**config.mk**
```make
export PLATFORM = sky130hd
export DESIGN_NAME = pkt_header_parser
export DESIGN_NICKNAME = d
export VERILOG_FILES = /design/src/rtl/pkt_header_parser.sv
export SDC_FILE = /design/constraint.sdc
export NUM_CORES = 1
export LEC_CHECK = 0
export ABC_AREA = 1
export ABC_CLOCK_PERIOD_IN_PS = 3700
export BUFFER_PORTS_ARGS = -buffer_cell sky130_fd_sc_hd__buf_2
export CAP_MARGIN = 5
export CELL_PAD_IN_SITES_DETAIL_PLACEMENT = 0
export CELL_PAD_IN_SITES_GLOBAL_PLACEMENT = 1
export CORE_UTILIZATION = 28
export DETAILED_ROUTE_END_ITERATION = 16
export PLACE_DENSITY_LB_ADDON = 0.1
export SYNTH_ARGS = -nofsm -noshare
export SYNTH_HDL_FRONTEND = slang
export SYNTH_SLANG_ARGS = --single-unit
```
**constraint.sdc**
```tcl
create_clock -name core_clock -period 3.7 [get_ports core_clock]
set_input_delay 0.74 -clock core_clock [delete_from_list [all_inputs] [get_ports core_clock]]
set_output_delay 0.74 -clock core_clock [all_outputs]
set_load 0.02 [all_outputs]
```
**src/rtl/pkt_header_parser.sv**
```systemverilog
// pkt_header_parser
// Hunts for an 8-bit preamble in a serial bit/strobe stream, then deserializes
// the SRC, DEST, FREQ, LEN, SIZE and CRC fields MSB-first. It reports a
// complete header with a one-cycle hdr_valid pulse.
// Build option: define HDR_CRC_CHECK_EN to check a CRC-16/CCITT computed over
// the SRC..SIZE bits against the received CRC field. A mismatch turns the
// hdr_valid pulse into an hdr_err pulse.
module pkt_header_parser #(
  parameter logic [7:0]  PREAMBLE = 8'hFE,
  parameter int unsigned HUNT_MAX = 64
) (
  input  logic        core_clock,
  input  logic        core_rst,
  input  logic        req,
  input  logic        bit_vld,
  input  logic        bit_in,
  output logic        busy,
  output logic        hdr_valid,
  output logic [7:0]  src_addr,
  output logic [7:0]  dest_addr,
  output logic [7:0]  clock_freq,
  output logic [15:0] data_length,
  output logic [15:0] data_size,
  output logic [15:0] data_crc,
  output logic        hdr_err,
  output logic        hunt_timeout
);

  typedef enum logic [3:0] {
    ST_IDLE = 4'd0,
    ST_HUNT = 4'd1,
    ST_SRC  = 4'd2,
    ST_DEST = 4'd3,
    ST_FREQ = 4'd4,
    ST_LEN  = 4'd5,
    ST_SIZE = 4'd6,
    ST_CRC  = 4'd7,
    ST_DONE = 4'd8
  } state_t;

  localparam logic [7:0] HUNT_MAX_C = 8'(HUNT_MAX);

  state_t      state_r;
  state_t      state_s;
  state_t      fld_next_s;

  logic [7:0]  shreg_r;
  logic [7:0]  shreg_nxt_s;
  logic [7:0]  hunt_cnt_r;
  logic [7:0]  hunt_cnt_inc_s;
  logic [3:0]  fld_cnt_r;

  logic        take_s;
  logic        match_s;
  logic        hunt_hit_s;
  logic        in_field_s;
  logic        fld_last_s;
  logic        crc_ok_s;

  logic        hdr_valid_s;
  logic        hdr_err_s;
  logic        hunt_timeout_s;

  logic        busy_r;
  logic        hdr_valid_r;
  logic        hdr_err_r;
  logic        hunt_timeout_r;

  logic [7:0]  src_addr_r;
  logic [7:0]  dest_addr_r;
  logic [7:0]  clock_freq_r;
  logic [15:0] data_length_r;
  logic [15:0] data_size_r;
  logic [15:0] data_crc_r;
  logic [15:0] crc_final_s;

  // A bit only counts while the request is still up; an abort discards it.
  assign take_s      = req & bit_vld;
  assign hunt_hit_s  = (state_r == ST_HUNT) & take_s & match_s;
  assign crc_final_s = {data_crc_r[14:0], bit_in};

`ifdef HDR_CRC_CHECK_EN
  logic [15:0] crc_r;
  logic        crc_cover_s;

  // One serial step of CRC-16/CCITT (poly 0x1021), MSB-first.
  function automatic logic [15:0] crc16_step(input logic [15:0] crc,
                                             input logic        din);
    logic        fb;
    logic [15:0] shifted;
    fb      = crc[15] ^ din;
    shifted = {crc[14:0], 1'b0};
    if (fb) begin
      crc16_step = shifted ^ 16'h1021;
    end else begin
      crc16_step = shifted;
    end
  endfunction

  assign crc_cover_s = in_field_s & (state_r != ST_CRC);
  assign crc_ok_s    = (crc_r == crc_final_s);

  // Running CRC over the SRC..SIZE bits, seeded when the preamble is found.
  always_ff @(posedge core_clock or posedge core_rst) begin
    if (core_rst) begin
      crc_r <= 16'h0000;
    end else if (hunt_hit_s) begin
      crc_r <= 16'hFFFF;
    end else if (take_s && crc_cover_s) begin
      crc_r <= crc16_step(crc_r, bit_in);
    end
  end
`else
  assign crc_ok_s = 1'b1;
`endif

  // Preamble window and saturating hunt counter arithmetic.
  always_comb begin
    shreg_nxt_s = {shreg_r[6:0], bit_in};
    match_s     = (shreg_nxt_s == PREAMBLE);
    if (hunt_cnt_r == 8'hFF) begin
      hunt_cnt_inc_s = 8'hFF;
    end else begin
      hunt_cnt_inc_s = hunt_cnt_r + 8'd1;
    end
  end

  // Field length, successor state and field-state flag for the current state.
  always_comb begin
    fld_last_s = 1'b0;
    fld_next_s = ST_IDLE;
    in_field_s = 1'b0;
    case (state_r)
      ST_SRC: begin
        in_field_s = 1'b1;
        fld_last_s = (fld_cnt_r == 4'd7);
        fld_next_s = ST_DEST;
      end
      ST_DEST: begin
        in_field_s = 1'b1;
        fld_last_s = (fld_cnt_r == 4'd7);
        fld_next_s = ST_FREQ;
      end
      ST_FREQ: begin
        in_field_s = 1'b1;
        fld_last_s = (fld_cnt_r == 4'd7);
        fld_next_s = ST_LEN;
      end
      ST_LEN: begin
        in_field_s = 1'b1;
        fld_last_s = (fld_cnt_r == 4'd15);
        fld_next_s = ST_SIZE;
      end
      ST_SIZE: begin
        in_field_s = 1'b1;
        fld_last_s = (fld_cnt_r == 4'd15);
        fld_next_s = ST_CRC;
      end
      ST_CRC: begin
        in_field_s = 1'b1;
        fld_last_s = (fld_cnt_r == 4'd15);
        fld_next_s = ST_DONE;
      end
      default: begin
        in_field_s = 1'b0;
        fld_last_s = 1'b0;
        fld_next_s = ST_IDLE;
      end
    endcase
  end

  // Next-state decode plus the pulses that accompany each transition.
  always_comb begin
    state_s        = state_r;
    hdr_valid_s    = 1'b0;
    hdr_err_s      = 1'b0;
    hunt_timeout_s = 1'b0;
    case (state_r)
      ST_IDLE: begin
        if (req) begin
          state_s = ST_HUNT;
        end else begin
          state_s = ST_IDLE;
        end
      end
      ST_HUNT: begin
        if (!req) begin
          state_s = ST_IDLE;
        end else if (bit_vld) begin
          if (match_s) begin
            state_s = ST_SRC;
          end else if (hunt_cnt_inc_s >= HUNT_MAX_C) begin
            state_s        = ST_IDLE;
            hunt_timeout_s = 1'b1;
          end else begin
            state_s = ST_HUNT;
          end
        end else begin
          state_s = ST_HUNT;
        end
      end
      ST_SRC, ST_DEST, ST_FREQ, ST_LEN, ST_SIZE, ST_CRC: begin
        if (!req) begin
          state_s   = ST_IDLE;
          hdr_err_s = 1'b1;
        end else if (bit_vld && fld_last_s) begin
          state_s = fld_next_s;
          if (state_r == ST_CRC) begin
            if (crc_ok_s) begin
              hdr_valid_s = 1'b1;
            end else begin
              hdr_err_s = 1'b1;
            end
          end else begin
            hdr_valid_s = 1'b0;
          end
        end else begin
          state_s = state_r;
        end
      end
      ST_DONE: begin
        if (!req) begin
          state_s = ST_IDLE;
        end else begin
          state_s = ST_DONE;
        end
      end
      default: begin
        state_s = ST_IDLE;
      end
    endcase
  end

  // State register.
  always_ff @(posedge core_clock or posedge core_rst) begin
    if (core_rst) begin
      state_r <= ST_IDLE;
    end else begin
      state_r <= state_s;
    end
  end

  // Status outputs registered from the decoded transition, so each pulse lands in the target state's cycle.
  always_ff @(posedge core_clock or posedge core_rst) begin
    if (core_rst) begin
      busy_r         <= 1'b0;
      hdr_valid_r    <= 1'b0;
      hdr_err_r      <= 1'b0;
      hunt_timeout_r <= 1'b0;
    end else begin
      busy_r         <= (state_s != ST_IDLE);
      hdr_valid_r    <= hdr_valid_s;
      hdr_err_r      <= hdr_err_s;
      hunt_timeout_r <= hunt_timeout_s;
    end
  end

  // Preamble shift register and hunt bit counter; both restart on each hunt.
  always_ff @(posedge core_clock or posedge core_rst) begin
    if (core_rst) begin
      shreg_r    <= 8'h00;
      hunt_cnt_r <= 8'h00;
    end else if ((state_r == ST_IDLE) && req) begin
      shreg_r    <= 8'h00;
      hunt_cnt_r <= 8'h00;
    end else if ((state_r == ST_HUNT) && take_s) begin
      shreg_r <= shreg_nxt_s;
      if (match_s) begin
        hunt_cnt_r <= 8'h00;
      end else begin
        hunt_cnt_r <= hunt_cnt_inc_s;
      end
    end
  end

  // Per-field bit counter; wraps to zero at the end of every field.
  always_ff @(posedge core_clock or posedge core_rst) begin
    if (core_rst) begin
      fld_cnt_r <= 4'd0;
    end else if (hunt_hit_s) begin
      fld_cnt_r <= 4'd0;
    end else if (take_s && in_field_s) begin
      if (fld_last_s) begin
        fld_cnt_r <= 4'd0;
      end else begin
        fld_cnt_r <= fld_cnt_r + 4'd1;
      end
    end
  end

  // Field deserializers: cleared when the preamble hits, then shifted live.
  always_ff @(posedge core_clock or posedge core_rst) begin
    if (core_rst) begin
      src_addr_r    <= 8'h00;
      dest_addr_r   <= 8'h00;
      clock_freq_r  <= 8'h00;
      data_length_r <= 16'h0000;
      data_size_r   <= 16'h0000;
      data_crc_r    <= 16'h0000;
    end else if (hunt_hit_s) begin
      src_addr_r    <= 8'h00;
      dest_addr_r   <= 8'h00;
      clock_freq_r  <= 8'h00;
      data_length_r <= 16'h0000;
      data_size_r   <= 16'h0000;
      data_crc_r    <= 16'h0000;
    end else if (take_s) begin
      case (state_r)
        ST_SRC:  src_addr_r    <= {src_addr_r[6:0], bit_in};
        ST_DEST: dest_addr_r   <= {dest_addr_r[6:0], bit_in};
        ST_FREQ: clock_freq_r  <= {clock_freq_r[6:0], bit_in};
        ST_LEN:  data_length_r <= {data_length_r[14:0], bit_in};
        ST_SIZE: data_size_r   <= {data_size_r[14:0], bit_in};
        ST_CRC:  data_crc_r    <= crc_final_s;
        default: begin
        end
      endcase
    end
  end

  assign busy         = busy_r;
  assign hdr_valid    = hdr_valid_r;
  assign hdr_err      = hdr_err_r;
  assign hunt_timeout = hunt_timeout_r;
  assign src_addr     = src_addr_r;
  assign dest_addr    = dest_addr_r;
  assign clock_freq   = clock_freq_r;
  assign data_length  = data_length_r;
  assign data_size    = data_size_r;
  assign data_crc     = data_crc_r;

endmodule

```
==> results.cfg <==
[pwr]
swShare_pct = 25.45
combinationalPowerShare_pct = 8.1
clkPwrFrac_pct = 39.8
powerDensity_nw_per_um2 = 435.4
p_int_mw = 1.643
p_sw_mw = 0.5612
p_leak_nw = 2.621
pwr-share-seq_pct = 52.1
peakVddDrop_uv = 209.4

[sta]
setup_violations = 0
worst_slew_pin_slew_ns = 1.050
finalHoldViolations = 0
fin_crit_sh_pct = 61.34
grt_setup_unrepaired = no
tns_ns = 0
max_freq_mhz = 440.6
maxSlewViolCount = 0
min_period_ns = 2.270
max_slew_margin_pct = 29.37
hold_slack_ns = 0.4806
fin_skew_ns = 0.007565

[critical_path]
critPathTopFamily = simple AND/OR/NAND/NOR gates
path_cells = buf_2, nand2_4, inv_2, nand3_2, nor2_4, inv_2, nand2_1, inv_1, nand2_1, o21ai_0
critical_path_class = input pin to flop
crit_path_start_kind = input pin
cp.arrival_ns = 2.48
rrSetupSlack_ns = 1.43
max_stage_delay_ns = 0.38
cp_max_fo = 19
critical_path_required_ns = 3.91
critPathCaptureType = flop
cpMaxStageDelayCell = nand2_1
path_buf_inv = 4

[floorplan]
start_util_pct = 28.71
die-area_um2 = 15450
dieHeight_um = 124.3
num_rows = 44
ioPinCount = 81
die_w_um = 124.3
core_region_area_um2 = 14590

[global_routing]
globalRouteMet2Util_pct = 21.81
antenna_found_initial = 0
grt_remaining_overflow = 0
grt.total_usage_pct = 14.01
grt_max_degree = 74
use_met1_pct = 18.89
grt_use_met3_pct = 2.749
grt-busiest-layer = met2
grt_pass1_vias = 3401
grt_pass1_wl_um = 17230

[final_layout]
area_growth_pct = 20.88
finalInstanceArea_um2 = 5064
postLayoutCoreUtil_pct = 34.71
fin_nets = 559
antenna_cells = 0
layout-drive-gt1-share_pct = 19.78

[synth]
synth_top_area_share_pct = 59.14
synth_area_um2 = 4189
synth_nets = 474
yosys_register_bits = 99
yosys-top-cells-area = dfrtp_1 59%, nand2_1 8.6%, inv_1 6.9%
synth_top_area_cell = dfrtp_1
yosysWarnings = 0
async_flop_share_pct = 100.0
synthTopCellsByCount = 99 x dfrtp_1, 96 x nand2_1, 77 x inv_1
synth_most_common_cell = dfrtp_1
synth_cell_types = 31
synthFlopType = dfrtp_1
synth-edff-count = 0
synth_sequential_area_ratio_pct = 59.14
syn_inst = 467
synth.avg_cell_area_um2 = 8.970

[cts]
clkTransAtPathRegs_ns = 0.07
htree_levels = 3
holdBufCountCts = 0
insertion_delay_ns = 0.35
clock_sinks = 99
clockRootBuffer = clkbuf_16
clk_path_buf_depth = 2
post_cts_buffers = 0
cts_tree = built
numCtsBuffers = 9
cts-resized-gates = 0

[placed_design]
port_buffers = 80
dpl.hpwl_um = 7068
gp_congestion = 0.7796
dpl-instance-area_um2 = 4793

[drt]
wl_um = 10120
dr.pass1.iters = 4
vias = 3393
drc = 0
avgRoutedWirePerCell_um = 13.67
drtIter0Drc = 232
vias_per_cell = 4.585
ant_nets = 0

[outcome]
status = finished clean

[min_path]
hp-class = flop to flop

[flow_run]
maxCapViolations = 0
## cell type report
type / instances / area, µm²
Sequential cell: 99 / 2477
Tap cell: 184 / 230.2
Timing Repair Buffer: 84 / 430.4
Multi-Input combinational cell: 276 / 1345
Fill cell: 1524 / 9525
Clock buffer: 11 / 242.7
Inverter: 82 / 310.3
Clock inverter: 4 / 27.53
## placed cells by master, fill, tap and decap left out, types with 3 or more instances in the layout
cell        n
o22ai_1    33
clkbuf_16   9
o21ai_0    42
dfrtp_1    99
nand4_1     5
nor3_1      3
nor2_1     26
inv_2       4
nand3_1    30
buf_4       4
inv_1      76
a21oi_1     9
nand2_1    96
buf_2      80
o21ai_1    14
## worst min-delay path: stages, from the launching register on
cell and delay (ns):
dfrtp_1 0.35, nand2_1 0.05, nand2_1 0.05
## state kept, by name (all words and copies together), names as in the netlist, 4 cells and up
name and count:
dest_addr 8, shreg_r 7, hunt_cnt_r 8, data_length 16, src_addr 8, data_crc 16
data_size 16, state_r 4, fld_cnt_r 4, clock_freq 8
## worst paths after layout
check,to,cells past startpoint,start
max in group asynchronous,data_size[2]$_DFFE_PP0P_,3,core_rst
worst min register to register,data_size[15]$_DFFE_PP0P_,2,data_size[15]$_DFFE_PP0P_
min in group asynchronous,data_length[15]$_DFFE_PP0P_,2,core_rst
worst max register to register,data_crc[1]$_DFFE_PP0P_,8,state_r[3]$_DFF_PP0_
worst max-delay path,data_crc[1]$_DFFE_PP0P_,10,bit_vld
worst min-delay path,data_size[15]$_DFFE_PP0P_,2,data_size[15]$_DFFE_PP0P_
## per-stage QoR
step	power [mW]	setup WS, ns	std cells
2_1_floorplan	1.286	0.3696	467
3_3_place_gp	1.355	1.146	725
3_5_place_dp	1.353	1.060	725
4_1_cts	2.255	1.431	740
5_1_grt	2.320	1.196	740
6_report	2.205	1.430	740
## power by group through the flow
stage | logic, mW | registers, mW | clock network (mW)
floorplan | 0.0888 | 1.20 | 0
global placement | 0.185 | 1.17 | 0
detailed placement | 0.183 | 1.17 | 0
CTS | 0.184 | 1.15 | 0.921
global route | 0.205 | 1.16 | 0.959
finish | 0.179 | 1.15 | 0.877
## logic make-up after synthesis
kind of cell | share of synthesized area, %
fa+ha+maj | 0.5973
xor+xnor | 0.2091
compound gates | 14.13
buf+inv | 8.751
simple gates | 17.17
flops | 59.14
## per-layer routing
metal,wire length [µm],vias up
li1,-,1694
met1,4941,1625
met2,4653,62
met3,336,12
met4,187,0
met5,0,-
Note: power is estimated with default switching activity, not from simulation.
